[src/rtl/imm_extend_pipe_pkg.sv]
// Shared mode encodings and default widths for the immediate extension stage.
// Mode 5 zero-extension is enabled by defining IMM_EXTEND_ZEXT_EN.
package imm_extend_pipe_pkg;

  typedef enum logic [2:0] {
    IMM_MODE_SIGNED        = 3'd0,
    IMM_MODE_SHAMT         = 3'd1,
    IMM_MODE_OFFSET        = 3'd2,
    IMM_MODE_OFFSET_SCALED = 3'd3,
    IMM_MODE_UPPER         = 3'd4,
    IMM_MODE_ZEXT          = 3'd5
  } imm_mode_e;

  localparam int DEF_DATA_WIDTH   = 32;
  localparam int DEF_FIELD_WIDTH  = 20;
  localparam int DEF_IMM_WIDTH    = 12;
  localparam int DEF_SHAMT_WIDTH  = 5;
  localparam int DEF_OFFSET_WIDTH = 12;
  localparam int DEF_OFFSET_SHIFT = 2;
  localparam int DEF_UPPER_WIDTH  = 20;
  localparam int DEF_TAG_WIDTH    = 5;

  function automatic logic mode_supported(logic [2:0] mode);
    logic ok;
    ok = (mode <= IMM_MODE_UPPER);
`ifdef IMM_EXTEND_ZEXT_EN
    ok = ok || (mode == IMM_MODE_ZEXT);
`endif
    return ok;
  endfunction

endpackage

[src/rtl/imm_extend_core.sv]
// Combinational field/mode -> extended value unit; no state.
// Mode 5 zero-extension exists only when IMM_EXTEND_ZEXT_EN is defined.
module imm_extend_core
  import imm_extend_pipe_pkg::*;
#(
  parameter int DATA_WIDTH   = DEF_DATA_WIDTH,
  parameter int FIELD_WIDTH  = DEF_FIELD_WIDTH,
  parameter int IMM_WIDTH    = DEF_IMM_WIDTH,
  parameter int SHAMT_WIDTH  = DEF_SHAMT_WIDTH,
  parameter int OFFSET_WIDTH = DEF_OFFSET_WIDTH,
  parameter int OFFSET_SHIFT = DEF_OFFSET_SHIFT,
  parameter int UPPER_WIDTH  = DEF_UPPER_WIDTH
) (
  input  logic [FIELD_WIDTH-1:0] field,
  input  logic [2:0]             mode,
  output logic [DATA_WIDTH-1:0]  value,
  output logic                   mode_err
);

  if (IMM_WIDTH > FIELD_WIDTH || SHAMT_WIDTH > FIELD_WIDTH ||
      OFFSET_WIDTH > FIELD_WIDTH || UPPER_WIDTH > FIELD_WIDTH ||
      IMM_WIDTH > DATA_WIDTH || SHAMT_WIDTH > DATA_WIDTH ||
      OFFSET_WIDTH > DATA_WIDTH || UPPER_WIDTH > DATA_WIDTH) begin : g_bad_widths
    $error("imm_extend_core: per-mode widths must fit FIELD_WIDTH and DATA_WIDTH");
  end

  logic signed [IMM_WIDTH-1:0]    imm_s;
  logic signed [OFFSET_WIDTH-1:0] off_s;
  logic signed [DATA_WIDTH-1:0]   imm_sx;
  logic signed [DATA_WIDTH-1:0]   off_sx;
  logic signed [DATA_WIDTH-1:0]   off_scaled;
  logic [DATA_WIDTH-1:0]          shamt_zx;
  logic [DATA_WIDTH-1:0]          upper_v;
  logic                           unused_field;

  assign imm_s      = field[IMM_WIDTH-1:0];
  assign off_s      = field[OFFSET_WIDTH-1:0];
  assign imm_sx     = DATA_WIDTH'(imm_s);
  assign off_sx     = DATA_WIDTH'(off_s);
  // Bits shifted past the top of the word are simply lost.
  assign off_scaled = off_sx <<< OFFSET_SHIFT;
  assign shamt_zx   = DATA_WIDTH'(field[SHAMT_WIDTH-1:0]);
  assign upper_v    = DATA_WIDTH'(field[UPPER_WIDTH-1:0]) << (DATA_WIDTH - UPPER_WIDTH);

  // Field bits above the widest mode are ignored by design.
  assign unused_field = ^field;

`ifdef IMM_EXTEND_ZEXT_EN
  logic [DATA_WIDTH-1:0] zext_v;
  assign zext_v = DATA_WIDTH'(field[IMM_WIDTH-1:0]);
`endif

  always_comb begin
    value    = '0;
    mode_err = 1'b0;
    case (mode)
      IMM_MODE_SIGNED:        value = imm_sx;
      IMM_MODE_SHAMT:         value = shamt_zx;
      IMM_MODE_OFFSET:        value = off_sx;
      IMM_MODE_OFFSET_SCALED: value = off_scaled;
      IMM_MODE_UPPER:         value = upper_v;
`ifdef IMM_EXTEND_ZEXT_EN
      IMM_MODE_ZEXT:          value = zext_v;
`endif
      default:                mode_err = 1'b1;
    endcase
  end

endmodule

[src/rtl/imm_extend_pipe.sv]
// Registered immediate extension stage with a 2-entry skid buffer and flush.
// Optional mode 5 zero-extension is enabled by defining IMM_EXTEND_ZEXT_EN.
module imm_extend_pipe
  import imm_extend_pipe_pkg::*;
#(
  parameter int DATA_WIDTH   = DEF_DATA_WIDTH,
  parameter int FIELD_WIDTH  = DEF_FIELD_WIDTH,
  parameter int IMM_WIDTH    = DEF_IMM_WIDTH,
  parameter int SHAMT_WIDTH  = DEF_SHAMT_WIDTH,
  parameter int OFFSET_WIDTH = DEF_OFFSET_WIDTH,
  parameter int OFFSET_SHIFT = DEF_OFFSET_SHIFT,
  parameter int UPPER_WIDTH  = DEF_UPPER_WIDTH,
  parameter int TAG_WIDTH    = DEF_TAG_WIDTH
) (
  input  logic                   clk_i,
  input  logic                   rst_i,
  input  logic                   flush_i,
  input  logic                   in_valid_i,
  output logic                   in_ready_o,
  input  logic [FIELD_WIDTH-1:0] field_i,
  input  logic [2:0]             mode_i,
  input  logic [TAG_WIDTH-1:0]   tag_i,
  output logic                   out_valid_o,
  input  logic                   out_ready_i,
  output logic [DATA_WIDTH-1:0]  extended_o,
  output logic [TAG_WIDTH-1:0]   tag_o,
  output logic                   mode_err_o
);

  logic [DATA_WIDTH-1:0] ext_p0;
  logic                  err_p0;
  logic                  accept_p0;

  logic                  main_vld_p1;
  logic [DATA_WIDTH-1:0] main_ext_p1;
  logic [TAG_WIDTH-1:0]  main_tag_p1;
  logic                  main_err_p1;

  logic                  skid_vld_p1;
  logic [DATA_WIDTH-1:0] skid_ext_p1;
  logic [TAG_WIDTH-1:0]  skid_tag_p1;
  logic                  skid_err_p1;

  imm_extend_core #(
    .DATA_WIDTH   (DATA_WIDTH),
    .FIELD_WIDTH  (FIELD_WIDTH),
    .IMM_WIDTH    (IMM_WIDTH),
    .SHAMT_WIDTH  (SHAMT_WIDTH),
    .OFFSET_WIDTH (OFFSET_WIDTH),
    .OFFSET_SHIFT (OFFSET_SHIFT),
    .UPPER_WIDTH  (UPPER_WIDTH)
  ) u_core (
    .field    (field_i),
    .mode     (mode_i),
    .value    (ext_p0),
    .mode_err (err_p0)
  );

  // Ready depends only on registered state, so a stalled consumer never
  // reaches back to decode combinationally.
  assign in_ready_o = !skid_vld_p1 && !rst_i;
  assign accept_p0  = in_valid_i && in_ready_o && !flush_i;

  // p0 -> p1: main register feeds the outputs, skid absorbs one extra beat
  always_ff @(posedge clk_i) begin
    if (rst_i) begin
      main_vld_p1 <= 1'b0;
      main_ext_p1 <= '0;
      main_tag_p1 <= '0;
      main_err_p1 <= 1'b0;
      skid_vld_p1 <= 1'b0;
    end else if (flush_i) begin
      main_vld_p1 <= 1'b0;
      skid_vld_p1 <= 1'b0;
    end else if (!main_vld_p1 || out_ready_i) begin
      if (skid_vld_p1) begin
        main_vld_p1 <= 1'b1;
        main_ext_p1 <= skid_ext_p1;
        main_tag_p1 <= skid_tag_p1;
        main_err_p1 <= skid_err_p1;
        skid_vld_p1 <= 1'b0;
      end else begin
        main_vld_p1 <= accept_p0;
        if (accept_p0) begin
          main_ext_p1 <= ext_p0;
          main_tag_p1 <= tag_i;
          main_err_p1 <= err_p0;
        end
      end
    end else if (accept_p0) begin
      skid_vld_p1 <= 1'b1;
      skid_ext_p1 <= ext_p0;
      skid_tag_p1 <= tag_i;
      skid_err_p1 <= err_p0;
    end
  end

  assign out_valid_o = main_vld_p1;
  assign extended_o  = main_ext_p1;
  assign tag_o       = main_tag_p1;
  assign mode_err_o  = main_err_p1;

endmodule

[config.mk]
export PLATFORM = sky130hd
export DESIGN_NAME = imm_extend_pipe
export DESIGN_NICKNAME = d
export VERILOG_FILES = /design/src/rtl/imm_extend_pipe_pkg.sv /design/src/rtl/imm_extend_core.sv /design/src/rtl/imm_extend_pipe.sv
export SDC_FILE = /design/constraint.sdc
export NUM_CORES = 1
export LEC_CHECK = 0
export BUFFER_PORTS_ARGS = -buffer_cell sky130_fd_sc_hd__buf_2
export CAP_MARGIN = 30
export CORE_MARGIN = 2
export CORE_UTILIZATION = 59
export CTS_BUF_LIST = sky130_fd_sc_hd__clkbuf_16
export DETAILED_ROUTE_END_ITERATION = 10
export GPL_TIMING_DRIVEN = 0
export PLACE_DENSITY_LB_ADDON = 0.3
export SLEW_MARGIN = 20
export SYNTH_ARGS = -nofsm -noshare
export SYNTH_HDL_FRONTEND = slang
export SYNTH_SLANG_ARGS = --single-unit
[constraint.sdc]
create_clock -name clk_i -period 9.9 [get_ports clk_i]
set_clock_uncertainty 0.15 [all_clocks]
set_input_delay 1.98 -clock clk_i [delete_from_list [all_inputs] [get_ports clk_i]]
set_output_delay 1.98 -clock clk_i [all_outputs]
set_load 0.01 [all_outputs]
Word-level counts from Yosys, hierarchy flattened
Index checks and enable logic that the tools add are counted.
Word-level totals
  bits in registers: 78
  output and inout bits: 40
  word-level logic and storage cells: 40
Cells by class
  eq/ne operators: 4
  multiplexer cells: 9
  bitwise logic cells: 3
  reduce and logical (&&, ||, !) cells: 16
Operators with widths (count)
  one-hot mux 32 bit (4 select lines): 1
  2-to-1 mux 32 bit: 2
  2-to-1 mux 5 bit: 2
  == test 3 x 2 -> 1 bit (second input constant): 2
  OR reduction 5 bit: 1
  logical NOT 1 bit: 4
  2-to-1 mux 1 bit: 4
  AND reduction 4 bit: 1
  OR reduction 2 bit: 2
  == test 3 x 1 -> 1 bit (second input constant): 1
  == test 3 bit (second input constant): 1
  logical AND 1 bit: 3
  logical NOT 3 bit: 1
  NOT 1 bit: 3
  AND reduction 3 bit: 1
  OR reduction 3 bit: 1
  nonzero test 2 bit: 1
  logical OR 1 bit: 1

Logic depth before layout (Yosys ltp)
Gate-level depths: netlist (run 1).
  word-level depth: 6
  mapped depth: 7
  gate-level depth less buffers: 4

Modules after synthesis
From an unflattened synthesis (run 1), not the netlist that was laid out.
Unflattened totals
  cell total of the unflattened synthesis: 349
  area total of the unflattened synthesis: 3930.0 um2
Modules (own cells, without submodules)
  imm_extend_pipe: instances 1, cells each 258, area an instance 3380.7 um2, sequential area each 1941.9 um2
  imm_extend_core: instances 1, cells each 91, area an instance 549.3 um2, sequential area each 0.0 um2

Worst setup path after synthesis (run 1)
No wires, ideal clock.
  kind: input -> register
  start point: input rst_i
  end point: register skid_err_p1, enable pin
  library setup time: 529 ps
  data arrival time: 6048 ps
  required time: 9221 ps
  path slack: 3174 ps
  cell stages on the path: 3
  path buffers: 2
  cells stage by stage: buf_2 buf_2 nor4_1
On the way
  cells in the longest elaborated chain, start to end: 5
  elaborated cells on any way between the ends: 6
  those cells by class: bitwise: 1; reduce/logical: 5
RTL lines
  start: declaration: RTL line imm_extend_pipe.sv:16  | input logic rst_i,
  logical NOT 1 bit: RTL line imm_extend_pipe.sv:61  | assign in_ready_o = !skid_vld_p1 && !rst_i;
  logical AND 1 bit: RTL line imm_extend_pipe.sv:61
  logical AND 1 bit (2 in series): RTL line imm_extend_pipe.sv:62  | assign accept_p0 = in_valid_i && in_ready_o && !flush_i;
  AND reduction 4 bit (no line) *
  end signal: assignment: RTL line imm_extend_pipe.sv:94  | skid_err_p1 <= err_p0;
  end: declaration: RTL line imm_extend_pipe.sv:42  | logic skid_err_p1;
Every way passes the cells marked *; elsewhere a longest branch is shown, timed or not.
A chain may end at the register's enable or synchronous reset.

Final worst setup path (run 1)
  start point: input rst_i
  end point: output in_ready_o
On the way
  cells in the longest elaborated chain, start to end: 2
RTL lines
  logical NOT 1 bit: RTL line imm_extend_pipe.sv:61
  logical AND 1 bit: RTL line imm_extend_pipe.sv:61
  end: declaration: RTL line imm_extend_pipe.sv:19  | output logic in_ready_o,
No other way between the ends.

==> flow_summary.ini, run 1 <==
[clocking]
numCtsBuffers = 9
post_cts_resized = 0
clk_path_buf_depth = 2
clk_pin_slew_worst_paths_ps = 60
cts_tree = done
cts_sinks = 78
cts-root-buf = clkbuf_16
hold_buffers = 0
cts_max_level = 3
postCtsSetupBuffers = 0
clock_latency_ps = 340

[layout]
diodes = 0
layout.cells.non_filler = 516
final_common_cell = buf_2
area_delta_synth_final_pct = 23.1
nNetsFinal = 469
layout_common_cells = buf_2, nand2_1, a21oi_1, dfxtp_1, edfxtp_1
drive_gt1_frac = 0.283

[global_routing]
grt_usage = 0.291
grt_first_pass_wirelength_mm = 14.4
grt_max_degree = 14
antenna_found_initial = 0
grt_pass1_vias = 2892
overflow = 0

[power]
power.density_nw_per_um2 = 179
vdd.ir_drop.worst_v = 0.000131
p_leak_nw = 1.78

[logic_synthesis]
avgSynthCellArea_sq_um = 10.3
ys_types = 40
ys_seq_elements = 78
seq_area_frac_synth = 0.542
synth_nets = 382
yosys_warnings = 0
syn_area_sq_um = 3580
netlist_instances = 349

[critical_path]
slowest_stage = buf_1
cp_cell_sequence = buf_2 > buf_2 > buf_1 > nor2_1 > buf_2
cpPeakStageDelay_ps = 440
worstPathMaxFanout = 10
crit_type = in -> out
crit_top_cell = buf_2
cp_data_required_time_ps = 7770
critical_path_arrival_ps = 3100
crit_path_end_kind = output port
start_kind = primary input

[route]
post_drt_wl_per_cell_um = 18.2
drt_pre_antenna_iters = 5
drt_iter0_drc = 297
ant_nets = 0
drc_errors = 0
wirelength_mm = 9.41
vias = 3148
viasPerCell = 6.10

[die]
die_area_sq_um = 6710
pin_count = 73
die_w_um = 81.9
core_sq_um = 5890
num_rows = 28
dieHeight_um = 81.9
initial_utilization = 0.609

[sta]
min_period_ps = 5230
rsz0062_at_grt = false
fmax_ghz = 0.191
tightestPinTransition_ps = 614
tns_ps = 0
maxSlewHeadroom = 0.590
finalSetupViolCount = 0
finalMaxSlewViolations = 0
hold_viol_final = 0
period_share = 0.528

[placed_design]
port_buffers = 70
dp.cells = 500
gp_congestion = 0.838
hpwl_mm = 6.40

[min_path]
hold_class = reg -> reg

[job]
maxCapViolCount = 0

[run_status]
status = completed
## area by class of cell
cell class / instances / area (sq um)
Sequential cell: 78 / 1940
Fill cell: 408 / 1470
Multi-Input combinational cell: 236 / 1470
Timing Repair Buffer: 76 / 388
Clock buffer: 9 / 225
Buffer: 32 / 169
Clock inverter: 7 / 114
Tap cell: 75 / 93.8
Inverter: 3 / 11.3
## final timing paths
kind	from	endpoint	slack, ps	cells after the start
max	rst_i	in_ready_o	4670	5
min	extended_o[31]	extended_o[31]	300	2
max reg2reg	skid_vld_p1	skid_ext_p1[26]	7030	10
min reg2reg	extended_o[31]	extended_o[31]	300	2
## stage by stage
stage | power (mW) | utilization | hold slack [ps] | area (sq um) | setup slack, ps
floorplan | 0.396 | - | 326 | 3580 | 3170
global placement | 0.419 | 0.685 | 289 | 4030 | 1380
detailed placement | 0.422 | 0.692 | 296 | 4070 | 4650
CTS | 0.790 | 0.750 | 304 | 4410 | 4650
global route | 0.812 | 0.750 | 328 | 4410 | 4540
finish | 0.790 | 0.750 | 300 | 4410 | 4670
## report_power, final
| group | switching, mW | leakage, nW | internal (mW) | total, mW |
|---|---|---|---|---|
| clock | 0.128 | 0.164 | 0.245 | 0.373 |
| combinational | 0.0434 | 0.938 | 0.0264 | 0.0698 |
| sequential | 0.00277 | 0.679 | 0.344 | 0.347 |
## flip-flops by register name, indices dropped and copies added, names as in the netlist
| signal | flops |
|---|---|
| out_valid_o | 1 |
| mode_err_o | 1 |
| skid_ext_p1 | 32 |
| tag_o | 5 |
| skid_vld_p1 | 1 |
| extended_o | 32 |
| skid_tag_p1 | 5 |
| skid_err_p1 | 1 |
## kinds of logic (layout without fill, tap and decap cells)
| kind of cell | after synthesis | in the layout | share of synthesized area |
|---|---|---|---|
| flip-flops | 78 | 78 | 0.542 |
| buffers and inverters | 35 | 127 | 0.0503 |
| multiplexers | 6 | 6 | 0.0168 |
| AND/OR/NAND/NOR | 133 | 133 | 0.188 |
| AO/OA/AOI/OAI | 97 | 97 | 0.203 |
## critical path, delay by kind of cell
| kind | cells | cell delay, ps |
|---|---|---|
| simple gates | 1 | 60 |
| buf+inv | 4 | 1050 |
## cells in the mapped netlist (all sizes together)
| cell type | count | area, sq um |
|---|---|---|
| clkbuf | 10 | 37.5 |
| and3 | 7 | 43.8 |
| nor2 | 26 | 100 |
| nor4 | 2 | 12.5 |
| a311oi | 1 | 8.76 |
| nand4bb | 1 | 11.3 |
| nor3b | 3 | 33.8 |
| o31ai | 1 | 7.51 |
| a211oi | 11 | 82.6 |
| nand2b | 17 | 106 |
| o41ai | 8 | 130 |
| nand3 | 13 | 65.1 |
| nand4b | 1 | 8.76 |
| a32o | 1 | 10.0 |
| dfxtp | 40 | 801 |
| o21a | 1 | 7.51 |
| mux2i | 6 | 60.1 |
| buf | 22 | 131 |
| a21bo | 1 | 10.0 |
| inv | 3 | 11.3 |
| and2 | 1 | 6.26 |
| nand3b | 11 | 82.6 |
| nand2 | 47 | 176 |
| o21ai | 1 | 5.00 |
| a311o | 5 | 50.1 |
| a21oi | 47 | 239 |
| o211ai | 11 | 96.3 |
| a211o | 4 | 35.0 |
| nor2b | 4 | 27.5 |
| o211a | 2 | 20.0 |
| edfxtp | 38 | 1140 |
| a32oi | 3 | 26.3 |
## routing by layer
| metal | part of all wire | track usage | vias up |
|---|---|---|---|
| li1 | - | - | 1453 |
| met1 | 0.41 | 0.382 | 1507 |
| met2 | 0.49 | 0.475 | 151 |
| met3 | 0.067 | 0.0429 | 37 |
| met4 | 0.033 | 0.137 | 0 |
| met5 | 0 | 0 | - |
No activity file was read; power rests on OpenSTA's default activity.
==> run 2: changes to the inputs <==
--- a/config.mk
+++ b/config.mk
@@ -8,7 +8,7 @@
 export BUFFER_PORTS_ARGS = -buffer_cell sky130_fd_sc_hd__buf_2
 export CAP_MARGIN = 30
 export CORE_MARGIN = 2
-export CORE_UTILIZATION = 59
+export CORE_UTILIZATION = 55
 export CTS_BUF_LIST = sky130_fd_sc_hd__clkbuf_16
 export DETAILED_ROUTE_END_ITERATION = 10
 export GPL_TIMING_DRIVEN = 0
==> constraint.sdc (replaced) <==
create_clock -name clk_i -period 5 [get_ports clk_i]
set_clock_uncertainty 0.15 [all_clocks]
set_input_delay 1 -clock clk_i [delete_from_list [all_inputs] [get_ports clk_i]]
set_output_delay 1 -clock clk_i [all_outputs]
set_load 0.01 [all_outputs]
==> run 2 against run 1 <==
Net effect:
- first-iteration DRC count shrank 25%
- hold slack is essentially flat
- register-to-register slack got worse by 4600 ps
- critical endpoint unchanged
- global-route usage is 2.5 points lower
- die area grew 6.9%
- design area decreased by 0.65%
- cell count fell by 0.19%
- power rose by 89%
- non-clock buffer count shrank 3
- sequential power increased by 98%
- sequential share of layout area up 0.29 points
- via count decreased by 2.7%
==> flow_summary.ini, run 2 (synthesis gave the netlist of run 1 again) <==
[run_status]
status = completed

[sta]
finalSetupViolCount = 0
min_period_ps = 3280
fmax_ghz = 0.305
hold_viol_final = 0
maxSlewHeadroom = 0.483
holdWs_ps = 301
tns_ps = 0
finalMaxSlewViolations = 0
period_share = 0.657
rsz0062_at_grt = false
tightestPinTransition_ps = 769

[power]
p_int_mw = 1.13
clkPwrFrac = 0.447
power.switching_mw = 0.363
combPwrFrac = 0.092
p_sw_frac = 0.243
power.density_nw_per_um2 = 340
p_leak_nw = 1.76
pwr-share-seq = 0.461
vdd.ir_drop.worst_v = 0.000245

[clocking]
post_cts_resized = 0
clk_pin_slew_worst_paths_ps = 60
numCtsBuffers = 9
cts_tree = done
postCtsSetupBuffers = 0
hold_buffers = 0
cts_max_level = 3
clock_latency_ps = 330
cts_sinks = 78
clk_path_buf_depth = 2
cts-root-buf = clkbuf_16

[route]
viasPerCell = 5.95
post_drt_wl_per_cell_um = 17.9
drt_iter0_drc = 222
drc_errors = 0
ant_nets = 0
drt_pre_antenna_iters = 5
wirelength_mm = 9.23
vias = 3063

[layout]
diodes = 0
drive_gt1_frac = 0.283
nNetsFinal = 466
area_delta_synth_final_pct = 22.3
layout_common_cells = buf_2, nand2_1, a21oi_1, dfxtp_1, edfxtp_1
final_common_cell = buf_2
layout.cells.non_filler = 515

[placed_design]
hpwl_mm = 6.46
port_buffers = 70
gp_congestion = 0.845
dp.cells = 499

[die]
pin_count = 73
core_sq_um = 6310
die_area_sq_um = 7180
initial_utilization = 0.568
num_rows = 29
dieHeight_um = 84.7
die_w_um = 84.7

[global_routing]
antenna_found_initial = 0
grt_max_degree = 16
grt_usage = 0.266
grt_pass1_vias = 2981
grt_first_pass_wirelength_mm = 14.7
overflow = 0

[critical_path]
critical_path_arrival_ps = 2130
crit_path_end_kind = output port
crit_type = in -> out
start_kind = primary input
worstPathMaxFanout = 10
cp_data_required_time_ps = 3850

[job]
maxCapViolCount = 0

[min_path]
hold_class = reg -> reg
-- run 2: cell count changes in the layout (fill, tap and decap cells not counted) --
cell / change
inv_1: -1
buf_4: -2
buf_2: -3
nor4_2: -1
clkinv_4: +1
bufinv_16: -2
clkinv_1: -1
clkinv_2: +1
inv_6: +2
inv_8: +1
buf_6: +2
clkinvlp_4: -1
nor4_4: +1
-- run 2: per-layer routing --
metal,GRT usage,share of wire,up-vias,wire length (um)
li1,-,-,1448,-
met1,0.347,0.42,1455,3900
met4,0.136,0.029,0,264
met3,0.0639,0.067,26,620
met5,0,0,-,0
met2,0.413,0.48,134,4440
-- run 2: worst paths after layout --
check                      start  depth (start not counted)              end  slack [ps]
setup reg to reg     skid_vld_p1                          8  skid_ext_p1[10]        2450
hold reg to reg   extended_o[25]                          2   extended_o[25]         300
setup / recovery           rst_i                          5       in_ready_o        1720
hold / removal    extended_o[25]                          2   extended_o[25]         300
-- run 2: area by class of cell --
class                      instances  area [sq um]
clock inverter                     7          81.3
multi-input combinational        236          1480
sequential                        78          1940
fill                             497          1930
inverter                           3          11.3
tap                               77          96.3
timing repair buffer              73           380
clock buffer                       9           225
buffer                            32           169
-- run 2: power by group through the flow --
stage	Clock (mW)	Sequential, mW	Combinational, mW
detailed placement	0	0.701	0.135
finish	0.667	0.687	0.137
CTS	0.675	0.687	0.136
floorplan	0	0.705	0.0787
global placement	0	0.700	0.130
global route	0.705	0.688	0.150
-- run 2: worst max-delay path, stage by stage --
cell	delay (ps)
buf_2	150
buf_2	310
buf_1	450
nor2_1	70
buf_2	150
-- run 2: per-stage QoR --
| step | total power, mW | cell area [sq um] | util | setup slack [ps] |
|---|---|---|---|---|
| floorplan | 0.784 | 3590 | - | 853 |
| global placement | 0.831 | 4040 | 0.640 | -253 |
| detailed placement | 0.835 | 4080 | 0.646 | 1700 |
| CTS | 1.50 | 4380 | 0.694 | 1710 |
| global route | 1.54 | 4380 | 0.694 | 1630 |
| finish | 1.49 | 4380 | 0.694 | 1720 |
